**src/rtl/fft_pkg.sv**
```systemverilog
// Shared constants, FSM state type and the squaring helper for the FFT
// post-processing blocks.
package fft_pkg;

  localparam int DATA_W   = 14;
  localparam int FFT_PTS  = 1024;
  localparam int BIN_W    = 10;
  localparam int PWR_W    = 2 * DATA_W;
  // Wrapper-side fft_pts width: wide enough to hold FFT_PTS itself.
  localparam int FFTPTS_W = 11;

  typedef enum logic {
    IDLE  = 1'b0,
    FRAME = 1'b1
  } state_t;

  // Square is non-negative and at most 2^26, so the low PWR_W bits are exact.
  function automatic logic signed [PWR_W-1:0] square(input logic signed [DATA_W-1:0] x);
    logic signed [PWR_W-1:0] xe;
    xe = PWR_W'(x);
    return xe * xe;
  endfunction

endpackage

```
**src/rtl/fft_power_calc.sv**
```systemverilog
// Two-stage squared-magnitude pipeline: products in S1, sum in S2, with the
// beat's bin/sop/eop tags carried alongside.
module fft_power_calc
  import fft_pkg::*;
(
  input  logic                     clk,
  input  logic                     reset,
  input  logic                     valid_i,
  input  logic                     sop_i,
  input  logic                     eop_i,
  input  logic [BIN_W-1:0]         bin_i,
  input  logic signed [DATA_W-1:0] real_i,
  input  logic signed [DATA_W-1:0] imag_i,
  output logic                     valid_o,
  output logic                     sop_o,
  output logic                     eop_o,
  output logic [BIN_W-1:0]         bin_o,
  output logic [PWR_W-1:0]         pwr_o
);

  logic                    v1_q, sop1_q, eop1_q;
  logic [BIN_W-1:0]        bin1_q;
  logic signed [PWR_W-1:0] re_sq_q, im_sq_q;

  always_ff @(posedge clk or posedge reset) begin
    if (reset) begin
      v1_q    <= 1'b0;
      sop1_q  <= 1'b0;
      eop1_q  <= 1'b0;
      bin1_q  <= '0;
      re_sq_q <= '0;
      im_sq_q <= '0;
      valid_o <= 1'b0;
      sop_o   <= 1'b0;
      eop_o   <= 1'b0;
      bin_o   <= '0;
      pwr_o   <= '0;
    end else begin
      v1_q    <= valid_i;
      sop1_q  <= valid_i & sop_i;
      eop1_q  <= valid_i & eop_i;
      bin1_q  <= bin_i;
      re_sq_q <= square(real_i);
      im_sq_q <= square(imag_i);
      valid_o <= v1_q;
      sop_o   <= sop1_q;
      eop_o   <= eop1_q;
      bin_o   <= bin1_q;
      pwr_o   <= $unsigned(re_sq_q) + $unsigned(im_sq_q);
    end
  end

endmodule

```
**src/rtl/fft_peak_detect.sv**
```systemverilog
// Framing FSM, bin counter and windowed peak tracker behind the FFT source
// stream; emits per-bin power and one peak report per good frame.
module fft_peak_detect
  import fft_pkg::*;
#(
  parameter int BIN_LO = 1,
  parameter int BIN_HI = 511
) (
  input  logic                     clk,
  input  logic                     reset,
  input  logic                     src_valid,
  input  logic                     src_sop,
  input  logic                     src_eop,
  input  logic signed [DATA_W-1:0] src_real,
  input  logic signed [DATA_W-1:0] src_imag,
  output logic                     pwr_valid,
  output logic [BIN_W-1:0]         pwr_bin,
  output logic [PWR_W-1:0]         pwr_data,
  output logic                     peak_valid,
  output logic [BIN_W-1:0]         peak_bin,
  output logic [PWR_W-1:0]         peak_pwr,
  output logic                     frame_err
);

  localparam logic [BIN_W-1:0]    BIN_LO_V = BIN_LO[BIN_W-1:0];
  localparam logic [BIN_W-1:0]    BIN_HI_V = BIN_HI[BIN_W-1:0];
  localparam logic [FFTPTS_W-1:0] LAST_CNT = FFTPTS_W'(FFT_PTS - 1);
  localparam logic [FFTPTS_W-1:0] FULL_CNT = FFTPTS_W'(FFT_PTS);

  state_t              state_q, state_d;
  logic [FFTPTS_W-1:0] cnt_q, cnt_d;
  logic                err_q, err_d;
  logic                acc_v, acc_sop, acc_last;
  logic [BIN_W-1:0]    acc_bin;
  logic                cnt_full;

  // cnt_q == FFT_PTS means the last bin went by without eop.
  assign cnt_full = (cnt_q == FULL_CNT);

  always_ff @(posedge clk or posedge reset) begin
    if (reset) begin
      state_q <= IDLE;
      cnt_q   <= '0;
      err_q   <= 1'b0;
    end else begin
      state_q <= state_d;
      cnt_q   <= cnt_d;
      err_q   <= err_d;
    end
  end

  always_comb begin
    state_d = state_q;
    if (src_valid) begin
      if (src_sop)
        state_d = src_eop ? IDLE : FRAME;
      else if (state_q == FRAME && (src_eop || cnt_full))
        state_d = IDLE;
    end
  end

  always_comb begin
    acc_v    = 1'b0;
    acc_sop  = 1'b0;
    acc_last = 1'b0;
    acc_bin  = '0;
    err_d    = 1'b0;
    cnt_d    = cnt_q;
    if (src_valid) begin
      if (src_sop) begin
        // A sop always (re)starts a frame as bin 0; mid-frame it is also an error.
        acc_v   = 1'b1;
        acc_sop = 1'b1;
        err_d   = (state_q == FRAME);
        cnt_d   = FFTPTS_W'(1);
        if (src_eop) begin
          cnt_d = '0;
          if (LAST_CNT == '0) acc_last = 1'b1;
          else                err_d    = 1'b1;
        end
      end else if (state_q == FRAME) begin
        if (cnt_full) begin
          err_d = 1'b1;
          cnt_d = '0;
        end else begin
          acc_v   = 1'b1;
          acc_bin = cnt_q[BIN_W-1:0];
          cnt_d   = cnt_q + 1'b1;
          if (src_eop) begin
            cnt_d = '0;
            if (cnt_q == LAST_CNT) acc_last = 1'b1;
            else                   err_d    = 1'b1;
          end
        end
      end else if (src_eop) begin
        err_d = 1'b1;
      end
    end
  end

  logic pwr_sop, pwr_last;

  fft_power_calc u_power (
    .clk     (clk),
    .reset   (reset),
    .valid_i (acc_v),
    .sop_i   (acc_sop),
    .eop_i   (acc_last),
    .bin_i   (acc_bin),
    .real_i  (src_real),
    .imag_i  (src_imag),
    .valid_o (pwr_valid),
    .sop_o   (pwr_sop),
    .eop_o   (pwr_last),
    .bin_o   (pwr_bin),
    .pwr_o   (pwr_data)
  );

  logic [PWR_W-1:0] best_pwr_q, base_pwr, cand_pwr, peak_pwr_q;
  logic [BIN_W-1:0] best_bin_q, base_bin, cand_bin, peak_bin_q;
  logic             peak_valid_q;

  // Bin 0 starts from a cleared best; strict compare keeps the lowest bin on ties.
  always_comb begin
    base_pwr = pwr_sop ? '0 : best_pwr_q;
    base_bin = pwr_sop ? BIN_LO_V : best_bin_q;
    cand_pwr = base_pwr;
    cand_bin = base_bin;
    if (pwr_bin >= BIN_LO_V && pwr_bin <= BIN_HI_V && pwr_data > base_pwr) begin
      cand_pwr = pwr_data;
      cand_bin = pwr_bin;
    end
  end

  always_ff @(posedge clk or posedge reset) begin
    if (reset) begin
      best_pwr_q   <= '0;
      best_bin_q   <= '0;
      peak_valid_q <= 1'b0;
      peak_pwr_q   <= '0;
      peak_bin_q   <= '0;
    end else begin
      peak_valid_q <= 1'b0;
      if (pwr_valid) begin
        best_pwr_q <= cand_pwr;
        best_bin_q <= cand_bin;
        if (pwr_last) begin
          peak_valid_q <= 1'b1;
          peak_pwr_q   <= cand_pwr;
          peak_bin_q   <= cand_bin;
        end
      end
    end
  end

  assign peak_valid = peak_valid_q;
  assign peak_bin   = peak_bin_q;
  assign peak_pwr   = peak_pwr_q;
  assign frame_err  = err_q;

endmodule
```
**config.mk**
```make
export PLATFORM = sky130hd
export DESIGN_NAME = fft_peak_detect
export DESIGN_NICKNAME = d
export VERILOG_FILES = /design/src/rtl/fft_pkg.sv /design/src/rtl/fft_power_calc.sv /design/src/rtl/fft_peak_detect.sv
export SDC_FILE = /design/constraint.sdc
export NUM_CORES = 1
export LEC_CHECK = 0
export ABC_AREA = 0
export CORE_AREA = 4 4 218 220
export DETAILED_ROUTE_END_ITERATION = 10
export DIE_AREA = 0 0 222 224
export PLACE_DENSITY = 0.71
export SLEW_MARGIN = 20
export SYNTH_ARGS = -nofsm -noshare
export SYNTH_HDL_FRONTEND = slang
export SYNTH_HIERARCHICAL = 1
export SYNTH_SLANG_ARGS = --single-unit
```
**constraint.sdc**
```tcl
create_clock -name clk -period 7.95 [get_ports clk]
set_input_delay 2.385 -clock clk [delete_from_list [all_inputs] [get_ports clk]]
set_output_delay 2.385 -clock clk [all_outputs]
set_load 0.01 [all_outputs]
```
==> results.md, run 1 <==
* Clk_lat worst skew at 0.44 ns
* Area of the core at 45,300 um2
* Longest Clk Path Bufs at 2
* Number of synthesized flops with an enable pin at 0
* Total number of vias at 16,900
* DIE AREA at 49,700 um2
* Final worst slack at 0.109 ns
* Fillers at 3,788
* Finished Cell Area at 26,900 um2
* Die Ht at 224 um
* P&R area growth vs syn at 19.6%
* Clock-pin slew on the worst setup and hold paths at 0.08 ns
* Synthesized area per cell at 9.85 um2
* Starting Density at 0.497
* Largest net degree at the start of global routing at 75
* Post-synthesis cell count at 2,286
* Setup tns final at 0 ns
* Post-CTS Hold Fix Bufs at 0
* Tmin final at 7.84 ns
* Final hold violations at 0
* Final core utilization at 0.595
* Yosys top cell area share at 0.311
* Die width at 222 um
* TritonCTS Sinks at 198
* Gr ovfl total at 0
* Critical path class: in2reg
* Final worst-path cycle share at 0.986
* Average vias per placed instance at 5.22
* First-pass GRT wire length at 85.6 mm
* #FFs+latches synth at 198
* CTS Buf Count at 17
* DR pass1 iterations at 5
* Ys Warns at 6
* CTS tree: built
* Final ANT Viol Nets at 0
* Post-synth cell types at 76
* Crit end category: flip-flop
* Antenna diodes at 0
* Initial antenna violation count at 0
* Hold Path Class: reg2reg
* Placed Area at 26,100 um2
* Nets@finish at 3,186
* Clock Skew at 0.0176 ns
* WP data arrival at 8.17 ns
* Unrepaired setup endpoints after global routing: yes
* Max-cap violation count at 0
* Post-synth top area cell: fa_1
* IO Port Bufs at 111
* CP Launch Point: src_imag[8]
* Dpl hpwl at 41.6 mm
* Row Count at 78
* RR Endpoint: best_bin_q[0]
* Worst r2r path cells at 10
* CTS root buf: clkbuf_16
* Required time of the critical path at 8.28 ns
* Syn nets at 2,855
* Share of layout cells above drive strength 1 at 0.141
* Residual DRC at 0
* Worst rel slew slack at 0.390
* FFs w/ async S/R, synth at 1.00
* Routability Congestion at 0.897
* Setup crit start kind: input pin
* Area contributors post-synth: fa_1, dfrtp_1, ha_1, inv_1, and2_1
* Critical path endpoint: u_power/im_sq_q[27]
* Status: complete, no violations
* Max-slew violations at 0
* R2R Setup Slk at 4.07 ns
* CP Max Fanout at 8
* Worst-Margin Slew at 0.915 ns
* Tot GR Track Use at 0.206
* Place WS at -0.583 ns
* Final Setup Violations at 0
* H-Tree Level Count at 4
* Post-Syn Area at 22,500 um2
* Final WL at 49.8 mm
* IO Pins at 112
* Sequential area share after synthesis at 0.220
* Main synth FF type: dfrtp_1
* Vias in the first global route at 18,300
* Wirelength per Cell at 15.4 um
* Iteration-0 DRC Markers at 1,022
* Worst r2r src: u_power/sop_o
* FMAX at 128 MHz
repair_timing:
action                     4_1_cts  5_1_grt
pin swaps                        1       13
setup endpoints to repair        4       15
setup buffers                    0        0
resized for setup                7       54
per-layer routing:
metal / up-vias / global-route usage / part of all wire
met3: 111 / 0.0229 / 0.036
met1: 8477 / 0.258 / 0.41
met2: 375 / 0.377 / 0.52
met4: 0 / 0.0638 / 0.030
met5: - / 0 / 0
li1: 7913 / - / -
worst max-delay path, cell delays in order:
cell             delay [ns]
clkdlybuf4s50_1        0.53
buf_6                  0.16
and2_1                 0.17
inv_1                  0.07
fa_1                   0.44
fa_1                   0.49
fa_1                   0.55
inv_1                  0.05
fa_1                   0.44
fa_1                   0.49
inv_1                  0.05
fa_1                   0.47
inv_1                  0.04
ha_1                   0.28
a21o_1                 0.16
a311o_1                0.40
nor2_2                 0.19
a211oi_2               0.10
o31ai_2                0.21
mux2i_1                0.12
a2111oi_2              0.34
worst min-delay path by stage:
stage                      startpoint          endpoint  slack [ns]  cells past startpoint
global route        u_power/bin1_q[5]  u_power/bin_o[5]        0.35                      0
global placement    u_power/bin1_q[8]  u_power/bin_o[8]        0.33                      0
CTS                 u_power/bin1_q[4]  u_power/bin_o[4]        0.35                      0
detailed placement  u_power/bin1_q[4]  u_power/bin_o[4]        0.33                      0
finish              u_power/bin1_q[4]  u_power/bin_o[4]        0.35                      0
floorplan           u_power/bin1_q[0]  u_power/bin_o[0]        0.33                      0
layout by cell type, fill, tap and decap left out, types with 29 or more instances in the layout:
cell             instances
nand2b_1                36
ha_1                   183
and2_1                  95
nor2b_1                 29
xor2_1                  32
o21ai_1                 33
nand2_1                134
inv_1                  500
or3_1                   31
a31oi_1                 39
buf_4                  264
o21ai_0                 37
nor2_1                 101
fa_1                   346
dfrtp_1                198
clkdlybuf4s50_1        101
a21oi_1                 53
xnor2_1                 65
synth_stat cells, types with 31 or more instances:
| cell type | instances |
|---|---|
| or3_1 | 31 |
| xnor2_1 | 67 |
| ha_1 | 186 |
| inv_1 | 504 |
| dfrtp_1 | 198 |
| o21ai_0 | 42 |
| nor2_1 | 103 |
| and2_1 | 97 |
| nand2b_1 | 36 |
| fa_1 | 350 |
| xor2_1 | 32 |
| clkbuf_1 | 59 |
| a31oi_1 | 40 |
| nand2_1 | 135 |
| a21oi_1 | 59 |
final cells by class:
| class | instances | area, um2 | area share |
|---|---|---|---|
| multi-input cells | 1512 | 15500 | 0.576 |
| well taps | 600 | 751 | 0.0279 |
| clock buffers | 18 | 429 | 0.0159 |
| clock inverters | 14 | 159 | 0.00590 |
| repair buffers | 383 | 3220 | 0.120 |
| flip-flops and latches | 198 | 4950 | 0.184 |
| inverters | 505 | 1900 | 0.0706 |
sequential cells by signal, summed over array words and instances, names as in the netlist:
| signal | flops |
|---|---|
| u_power/im_sq_q | 27 |
| peak_pwr | 28 |
| peak_bin | 10 |
| u_power/re_sq_q | 27 |
| u_power/eop_o | 1 |
| state_q | 1 |
| u_power/sop1_q | 1 |
| u_power/sop_o | 1 |
| frame_err | 1 |
| best_pwr_q | 28 |
| u_power/eop1_q | 1 |
| u_power/bin_o | 10 |
| best_bin_q | 10 |
| u_power/valid_o | 1 |
| cnt_q | 11 |
| u_power/bin1_q | 10 |
| u_power/pwr_o | 28 |
| peak_valid | 1 |
| u_power/v1_q | 1 |
logic make-up after synthesis:
family          share of synthesized area
buf+inv                            0.0992
simple gates                        0.126
fa+ha+maj                           0.415
compound gates                     0.0991
flops                               0.220
xor+xnor                           0.0385
mux                               0.00233
through the flow:
step                      std cells  hold slack, ns
after floorplan                2286           0.331
after global placement         3198           0.332
after detailed placement       3198           0.335
after CTS                      3230           0.347
after global routing           3230           0.353
final                          3230           0.346
Power of run 1 is not shown: default switching activity piles up to over one toggle a cycle in this logic, so the estimate is an artifact.
==> run 2, diff against run 1 <==
SLEW_MARGIN = unset   (was 20)
==> run 2 against run 1 <==
Net effect:
- first-iteration DRC count is the same
- die area is the same
- global-route usage is the same
- highest routed layer unchanged
- critical endpoint unchanged
- non-clock buffer count is the same
- hold slack is the same
- final cell count is the same
==> results.md, run 2 (synthesized netlist as in run 1, its figures left out) <==
* First-pass GRT wire length at 85.6 mm
* WP data arrival at 8.17 ns
* Tot GR Track Use at 0.206
* Residual DRC at 0
* Worst-Margin Slew at 1.15 ns
* Dpl hpwl at 41.6 mm
* Average vias per placed instance at 5.23
* CTS tree: built
* Longest Clk Path Bufs at 2
* CP Max Fanout at 8
* Unrepaired setup endpoints after global routing: yes
* Final ANT Viol Nets at 0
* Starting Density at 0.497
* DR pass1 iterations at 5
* Wirelength per Cell at 15.4 um
* Tmin final at 7.84 ns
* Largest net degree at the start of global routing at 75
* Final hold violations at 0
* Max-slew violations at 0
* H-Tree Level Count at 4
* Clock Skew at 0.0176 ns
* Required time of the critical path at 8.28 ns
* Antenna diodes at 0
* Die Ht at 224 um
* Fillers at 3,788
* Share of layout cells above drive strength 1 at 0.141
* Max-cap violation count at 0
* Post-Layout Cell Count at 3,230
* Register area at 4950 um2
* Final WL at 49.8 mm
* Routability Congestion at 0.897
* TritonCTS Sinks at 198
* Most frequent cells in the layout: inv_1, fa_1, buf_4, dfrtp_1, ha_1
* Hold Path Class: reg2reg
* Area of the multi-input gates at 15,500 um2
* Die width at 222 um
* FMAX at 128 MHz
* DIE AREA at 49,700 um2
* Iteration-0 DRC Markers at 1,022
* Most common cell after layout, fill and taps aside: inv_1
* Total number of vias at 16,900
* Gr ovfl total at 0
* Nets@finish at 3,186
* Final worst-path cycle share at 0.986
* CTS root buf: clkbuf_16
* Critical path class: in2reg
* Clk_lat worst skew at 0.44 ns
* Area of the core at 45,300 um2
* IO Port Bufs at 111
* Placed Instances at 3,198
* Clock-pin slew on the worst setup and hold paths at 0.08 ns
* Vias in the first global route at 18,300
* CTS Buf Count at 17
* Row Count at 78
* IO Pins at 112
* Status: complete, no violations
* P&R area growth vs syn at 19.6%
* Final Setup Violations at 0
* Crit end category: flip-flop
* Setup crit start kind: input pin
* Post-CTS Setup Bufs at 0
* Initial antenna violation count at 0
* Worst rel slew slack at 0.234
## run 2: changes by cell type in the layout (fill, tap and decap cells not counted), sizes merged
cell,before,now
clkinv,7,6
inv,511,512
## run 2: final timing paths
check / start / end / slack, ns / cells after the start
max in group asynchronous: reset / u_power/re_sq_q[12] / 4.33 / 3
setup reg to reg: u_power/sop_o / best_bin_q[0] / 4.07 / 10
min in group asynchronous: reset / u_power/bin1_q[0] / 2.49 / 2
setup / recovery: src_imag[8] / u_power/im_sq_q[27] / 0.11 / 21
hold reg to reg: u_power/bin1_q[4] / u_power/bin_o[4] / 0.35 / 0
hold / removal: u_power/bin1_q[4] / u_power/bin_o[4] / 0.35 / 0
## run 2: metrics by stage
stage / TNS, ns / cell area (um2) / utilization / setup slack (ns) / hold WS (ns)
floorplan: -0.000115 / 22500 / - / -0.000115 / 0.331
CTS: 0 / 26700 / 0.590 / 0.00550 / 0.347
global route: -0.0733 / 26900 / 0.595 / -0.0718 / 0.353
global placement: -6.29 / 26100 / 0.577 / -0.468 / 0.332
finish: 0 / 26900 / 0.595 / 0.109 / 0.346
detailed placement: -8.21 / 26100 / 0.577 / -0.583 / 0.335
## run 2: repair_timing
item	4_1_cts	5_1_grt
setup endpoints to repair	4	15
hold buffers	0	0
gates resized for setup	7	54
pin swaps	1	13
## run 2: per-layer routing
layer / vias up / track usage / part of all wire
met5: - / 0 / 0
li1: 7913 / - / -
met2: 375 / 0.377 / 0.52
met1: 8478 / 0.258 / 0.41
met3: 111 / 0.0229 / 0.036
met4: 0 / 0.0638 / 0.030
## run 2: layout make-up
class / instances / share of cell area
Timing Repair Buffer: 383 / 0.120
Clock inverter: 14 / 0.00590
Multi-Input combinational cell: 1512 / 0.576
Sequential cell: 198 / 0.184
Tap cell: 600 / 0.0279
Clock buffer: 18 / 0.0159
Inverter: 505 / 0.0705
## run 2: critical path: stages
cell,delay (ns)
clkdlybuf4s50_1,0.53
buf_6,0.16
and2_1,0.17
inv_1,0.07
fa_1,0.44
fa_1,0.49
fa_1,0.55
inv_1,0.05
fa_1,0.44
fa_1,0.49
inv_1,0.05
fa_1,0.47
inv_1,0.04
ha_1,0.28
a21o_1,0.16
a311o_1,0.40
nor2_2,0.19
a211oi_2,0.10
o31ai_2,0.21
mux2i_1,0.12
a2111oi_2,0.34
Power of run 2 is left out for the same reason.
==> run 3, diff against run 2 <==
SLEW_MARGIN = 20   (was unset)
==> results of run 3 <==
The final DEF is identical to that of run 1; final timing and power are the same.
Power of run 3 is left out for the same reason.
